[config.mk]
export PLATFORM = sky130hd
export DESIGN_NAME = if_id_fetch_ctrl
export DESIGN_NICKNAME = d
export VERILOG_FILES = /design/src/rtl/riscv_pipe_pkg.sv /design/src/rtl/sat_counter.sv /design/src/rtl/if_id_fetch_ctrl.sv
export SDC_FILE = /design/constraint.sdc
export NUM_CORES = 1
export LEC_CHECK = 0
export BUFFER_PORTS_ARGS = -buffer_cell sky130_fd_sc_hd__clkbuf_2
export CAP_MARGIN = 30
export CORE_AREA = 3 3 121 123
export DETAILED_ROUTE_END_ITERATION = 8
export DIE_AREA = 0 0 124 126
export PLACE_DENSITY = 0.77
export SLEW_MARGIN = 20
export SYNTH_ARGS = -nofsm -noshare
export SYNTH_HDL_FRONTEND = slang
export SYNTH_SLANG_ARGS = --single-unit
[constraint.sdc]
create_clock -name clk -period 4.1 [get_ports clk]
set_input_delay 0.615 -clock clk [delete_from_list [all_inputs] [get_ports clk]]
set_output_delay 0.615 -clock clk [all_outputs]
set_load 0.1 [all_outputs]
[src/rtl/riscv_pipe_pkg.sv]
// Shared pipeline definitions: fetch FSM states, NOP encoding and the default
// reset PC used by the front-end.
package riscv_pipe_pkg;

    typedef enum logic [1:0] {
        ISSUE,
        WAIT,
        FULL,
        DROP
    } fetch_state_e;

    localparam logic [31:0] NOP_INSTR        = 32'h0000_0013;
    localparam logic [31:0] DEFAULT_RESET_PC = 32'h0000_0000;

endpackage

[src/rtl/sat_counter.sv]
// Saturating up-counter: counts cycles with inc=1 and sticks at all-ones.
module sat_counter #(
    parameter int WIDTH = 16
) (
    input  logic             clk,
    input  logic             rst,
    input  logic             inc,
    output logic [WIDTH-1:0] count
);

    localparam logic [WIDTH-1:0] ONE = {{(WIDTH-1){1'b0}}, 1'b1};

    // NOTE: sequential state uses non-blocking assignments so every register
    // samples the pre-edge values regardless of statement order.
    always_ff @(posedge clk) begin
        if (rst) begin
            count <= '0;
        end else if (inc && (count != '1)) begin
            count <= count + ONE;
        end
    end

endmodule

[src/rtl/if_id_fetch_ctrl.sv]
// Instruction-fetch controller feeding the IF/ID pipeline register, with a
// single outstanding imem request and stall/flush performance counters.
module if_id_fetch_ctrl
    import riscv_pipe_pkg::*;
#(
    parameter logic [31:0] RESET_PC = DEFAULT_RESET_PC,
    parameter int          CNT_W    = 16
) (
    input  logic             clk,
    input  logic             rst,
    input  logic             pc_write,
    input  logic             if_id_hold,
    input  logic             if_id_flush,
    input  logic             redirect_valid,
    input  logic [31:0]      redirect_pc,
    output logic             imem_req,
    output logic [31:0]      imem_addr,
    input  logic             imem_valid,
    input  logic [31:0]      imem_rdata,
    output logic [31:0]      if_id_pc,
    output logic [31:0]      if_id_instr,
    output logic             if_id_valid,
    output logic [CNT_W-1:0] stall_cnt,
    output logic [CNT_W-1:0] flush_cnt
);

    fetch_state_e state;
    logic [31:0]  pc;
    logic [31:0]  buffer;
    logic         advance;
    logic         unused_redirect_bits;

    assign unused_redirect_bits = ^redirect_pc[1:0];

    assign advance   = (state == FULL) & pc_write & if_id_hold & ~if_id_flush & ~redirect_valid;
    assign imem_req  = (state == ISSUE) & ~rst;
    assign imem_addr = pc;

    always_ff @(posedge clk) begin
        if (rst) begin
            state       <= ISSUE;
            pc          <= RESET_PC;
            buffer      <= '0;
            if_id_pc    <= '0;
            if_id_instr <= NOP_INSTR;
            if_id_valid <= 1'b0;
        end else begin
            // Redirect outranks both stall and advance when choosing the next PC.
            if (redirect_valid) begin
                pc <= {redirect_pc[31:2], 2'b00};
            end else if (advance) begin
                pc <= pc + 32'd4;
            end

            if (if_id_flush) begin
                if_id_instr <= NOP_INSTR;
                if_id_valid <= 1'b0;
            end else if (advance) begin
                if_id_pc    <= pc;
                if_id_instr <= buffer;
                if_id_valid <= 1'b1;
            end

            case (state)
                ISSUE: state <= redirect_valid ? DROP : WAIT;
                WAIT: begin
                    // A response coinciding with a redirect is already the stale
                    // one, so drop it here rather than waiting in DROP forever.
                    if (imem_valid && redirect_valid) begin
                        state <= ISSUE;
                    end else if (imem_valid) begin
                        buffer <= imem_rdata;
                        state  <= FULL;
                    end else if (redirect_valid) begin
                        state <= DROP;
                    end
                end
                FULL: begin
                    if (redirect_valid || advance) begin
                        state <= ISSUE;
                    end
                end
                DROP: begin
                    if (imem_valid) begin
                        state <= ISSUE;
                    end
                end
                default: state <= ISSUE;
            endcase
        end
    end

    sat_counter #(.WIDTH(CNT_W)) u_stall_cnt (
        .clk   (clk),
        .rst   (rst),
        .inc   (~pc_write),
        .count (stall_cnt)
    );

    sat_counter #(.WIDTH(CNT_W)) u_flush_cnt (
        .clk   (clk),
        .rst   (rst),
        .inc   (if_id_flush),
        .count (flush_cnt)
    );

endmodule

==> metrics.txt <==
status=complete, no violations; endpoints failing setup=0; Seq/Total Area, Yosys=between 40% and 50%; port buffer count=between 150 and 200; core box area=13800 um^2; mapped cell area=6830 um^2; Starting Density=49.6%; leakage power=3.27 nW; Final Max Slew Viols=0; Layout Skew=0.00712 ns; Crit. End Element=flip-flop; clock slew at reported path FFs=0.07 ns; hold_sp=imem_rdata[19]; measured slew at the worst slew-check pin=about 0.73 ns; Max Root-Sink Buffers=2; share of the clock period used by the worst path=between 50% and 60%; Critical Path RT=4.43 ns; unrepaired setup endpoints after global routing=false; Vias/cell=5.55; Slew Limit Headroom=51.0%; HPWL after detailed placement=12300 um; synth warn=0; Synth Area per Inst=7.96 um^2; count of different cell masters after synthesis=60; # hold bufs at CTS=0; H-tree levels=4; Critical Path Sink=imem_addr[22]; clock root cell=clkbuf_16; die width=124 um; crit path kind=reg2reg; worst skew pair latency=0.42 ns; GP Congestion=0.839; share of the synthesized area in the top cell type=a little under half; VDD IR max=0.000240 V; DRT antenna net count=0; HP Class=in2reg; ys async rst share=0%; Nets=1098; fraction of layout cells with a size suffix above 1=about 25%; fmax=0.412 GHz; Main synth FF type=dfxtp_1; Post-synth EDFFs=0; largest net degree at the start of global routing=67; total grt overflow=0; die area=~16000 um^2; critical path peak fanout=16; drt pass-1 iters=5; post-cts resize count=0; Crit Reg-Reg Endpoint=imem_addr[22]; number of fill cells in the layout=1317; # IOs=roughly 200; post-synth top area cell=dfxtp_1; PwrDens=roughly 430 nW/um^2; GRT Resource Usage Total=23.0%; chip height=126 um; top-count cell post-synth=nand2_1; initial antenna violation count=0; worst r2r src=imem_addr[12]; clock buffer count from CTS=17; number of global-route vias before repair=6065; Synth area leaders=dfxtp_1 (47%), nand2_1 (12%), a21oi_1 (8.2%); R2R cell count=4; DR WL/cell=about 15 um; reg2reg setup slack=approximately 1.7 ns; final wirelength=18300 um; Worst Setup SP=imem_addr[12]; clock sinks=159; synth cell count leaders=nand2_1 (222), dfxtp_1 (159), a21oi_1 (112); DRC=0; Mapped Cells=between 800 and 900; Final Core Density=61.7%; first-pass GRT wire length=29300 um; DR iter-0 viols=512; Row Count=43; n_diodes=0; CTS tree=built; via count=6754; final hold vios=0; fin crit period=2.43 ns; flop and latch count out of synthesis=about 160; Total Neg Setup Slack=0 ns; crit path DAT=2.76 ns; Layout area overhead=24.3%; Max-Cap Viols=0; Setup crit start kind=flip-flop; Setup Fix Bufs, Post-CTS=0
==> stage by stage <==
| stage | power (mW) | cell area (um^2) | setup slack, ns | hold slack (ns) | instances |
|---|---|---|---|---|---|
| floorplan | 1.98 | 6840 | 0.252 | 0.432 | 861 |
| global placement | 2.08 | 7880 | 0.967 | 0.438 | 1182 |
| detailed placement | 2.08 | 7880 | 0.904 | 0.442 | 1183 |
| CTS | 3.68 | 8480 | 1.30 | 0.399 | 1215 |
| global route | 3.78 | 8490 | 1.53 | 0.402 | 1217 |
| finish | 3.66 | 8490 | 1.67 | 0.411 | 1217 |
==> report_power, final <==
group          switching, mW  internal, mW  total (mW)
Combinational          0.327        0.0888       0.416
Clock                  0.687         0.918        1.61
Sequential            0.0531          1.58        1.64
Total                   1.07          2.59        3.66
==> critical path: stages, from the launching register on <==
cell      delay (ns)
dfxtp_1         0.51
nand4_2         0.20
or4_1           0.80
or4_1           0.56
a311oi_1        0.26
==> how the worst min path moves through the flow <==
| stage | endpoint | slack [ns] | cells after the start |
|---|---|---|---|
| after floorplan | if_id_instr[10] | 0.43 | 2 |
| final | buffer[19] | 0.41 | 3 |
| after CTS | buffer[19] | 0.40 | 3 |
| after global routing | buffer[19] | 0.40 | 3 |
| after global placement | if_id_instr[5] | 0.44 | 2 |
| after detailed placement | if_id_instr[2] | 0.44 | 2 |
==> cell usage in the layout, fill, tap and decap left out, types with 3 or more instances in the layout <==
master / synthesis / layout
a211oi_1: 11 / 11
o41ai_1: 4 / 4
or2_2: 3 / 3
clkinv_4: 0 / 3
conb_1: 1 / 4
nand4_1: 22 / 22
xor2_1: 6 / 6
dfxtp_1: 159 / 159
o311a_1: 4 / 4
nor4_1: 9 / 9
o31ai_1: 18 / 18
buf_4: 4 / 7
clkbuf_16: 0 / 17
xnor2_1: 4 / 4
nor2_1: 47 / 47
a311oi_1: 14 / 14
nor3_1: 13 / 11
nand2_1: 222 / 222
or4_1: 17 / 17
and4_1: 5 / 5
a211o_1: 3 / 3
a31oi_1: 4 / 4
inv_6: 0 / 4
or3_1: 11 / 11
inv_1: 12 / 12
o21ai_0: 12 / 12
clkbuf_2: 0 / 194
nor2b_1: 7 / 7
inv_8: 0 / 3
a21oi_1: 112 / 112
nand3_1: 23 / 22
and3_1: 9 / 9
mux2i_1: 3 / 3
mux2_2: 7 / 7
ha_1: 3 / 3
==> cells by family (layout without fill, tap and decap cells) <==
logic type               after synthesis  after routing  synth area share (%)
buffers and inverters                 73            249                  4.40
AND/OR/NAND/NOR                      407            407                  28.0
AO/OA/AOI/OAI                        195            195                  17.5
flip-flops                           159            159                  46.6
other                                  1              4                0.0549
multiplexers                          10             10                  1.59
XOR/XNOR                              10             10                  1.28
adder cells (fa/ha/maj)                3              3                 0.550
==> flip-flops by register name, summed over array words and instances, names as in the netlist <==
name,count
if_id_instr,32
u_flush_cnt.count,16
if_id_pc,30
if_id_valid,1
state,2
buffer,32
u_stall_cnt.count,16
imem_addr,30
==> per-layer routing <==
layer,wire [um],GRT usage (%)
met5,0,0
met4,262,7.28
met3,1330,6.15
met2,8610,38.0
met1,8120,29.3
==> final cells by class <==
cell class | instances | area [um^2] | area share [%]
well taps | 180 | 225 | 2.65
multi-input cells | 629 | 3380 | 39.8
flip-flops and latches | 159 | 3180 | 37.5
inverters | 13 | 48.8 | 0.574
clock buffers | 17 | 425 | 5.01
clock inverters | 15 | 175 | 2.06
repair buffers | 204 | 1060 | 12.4
(Power assumes the default switching activity.)
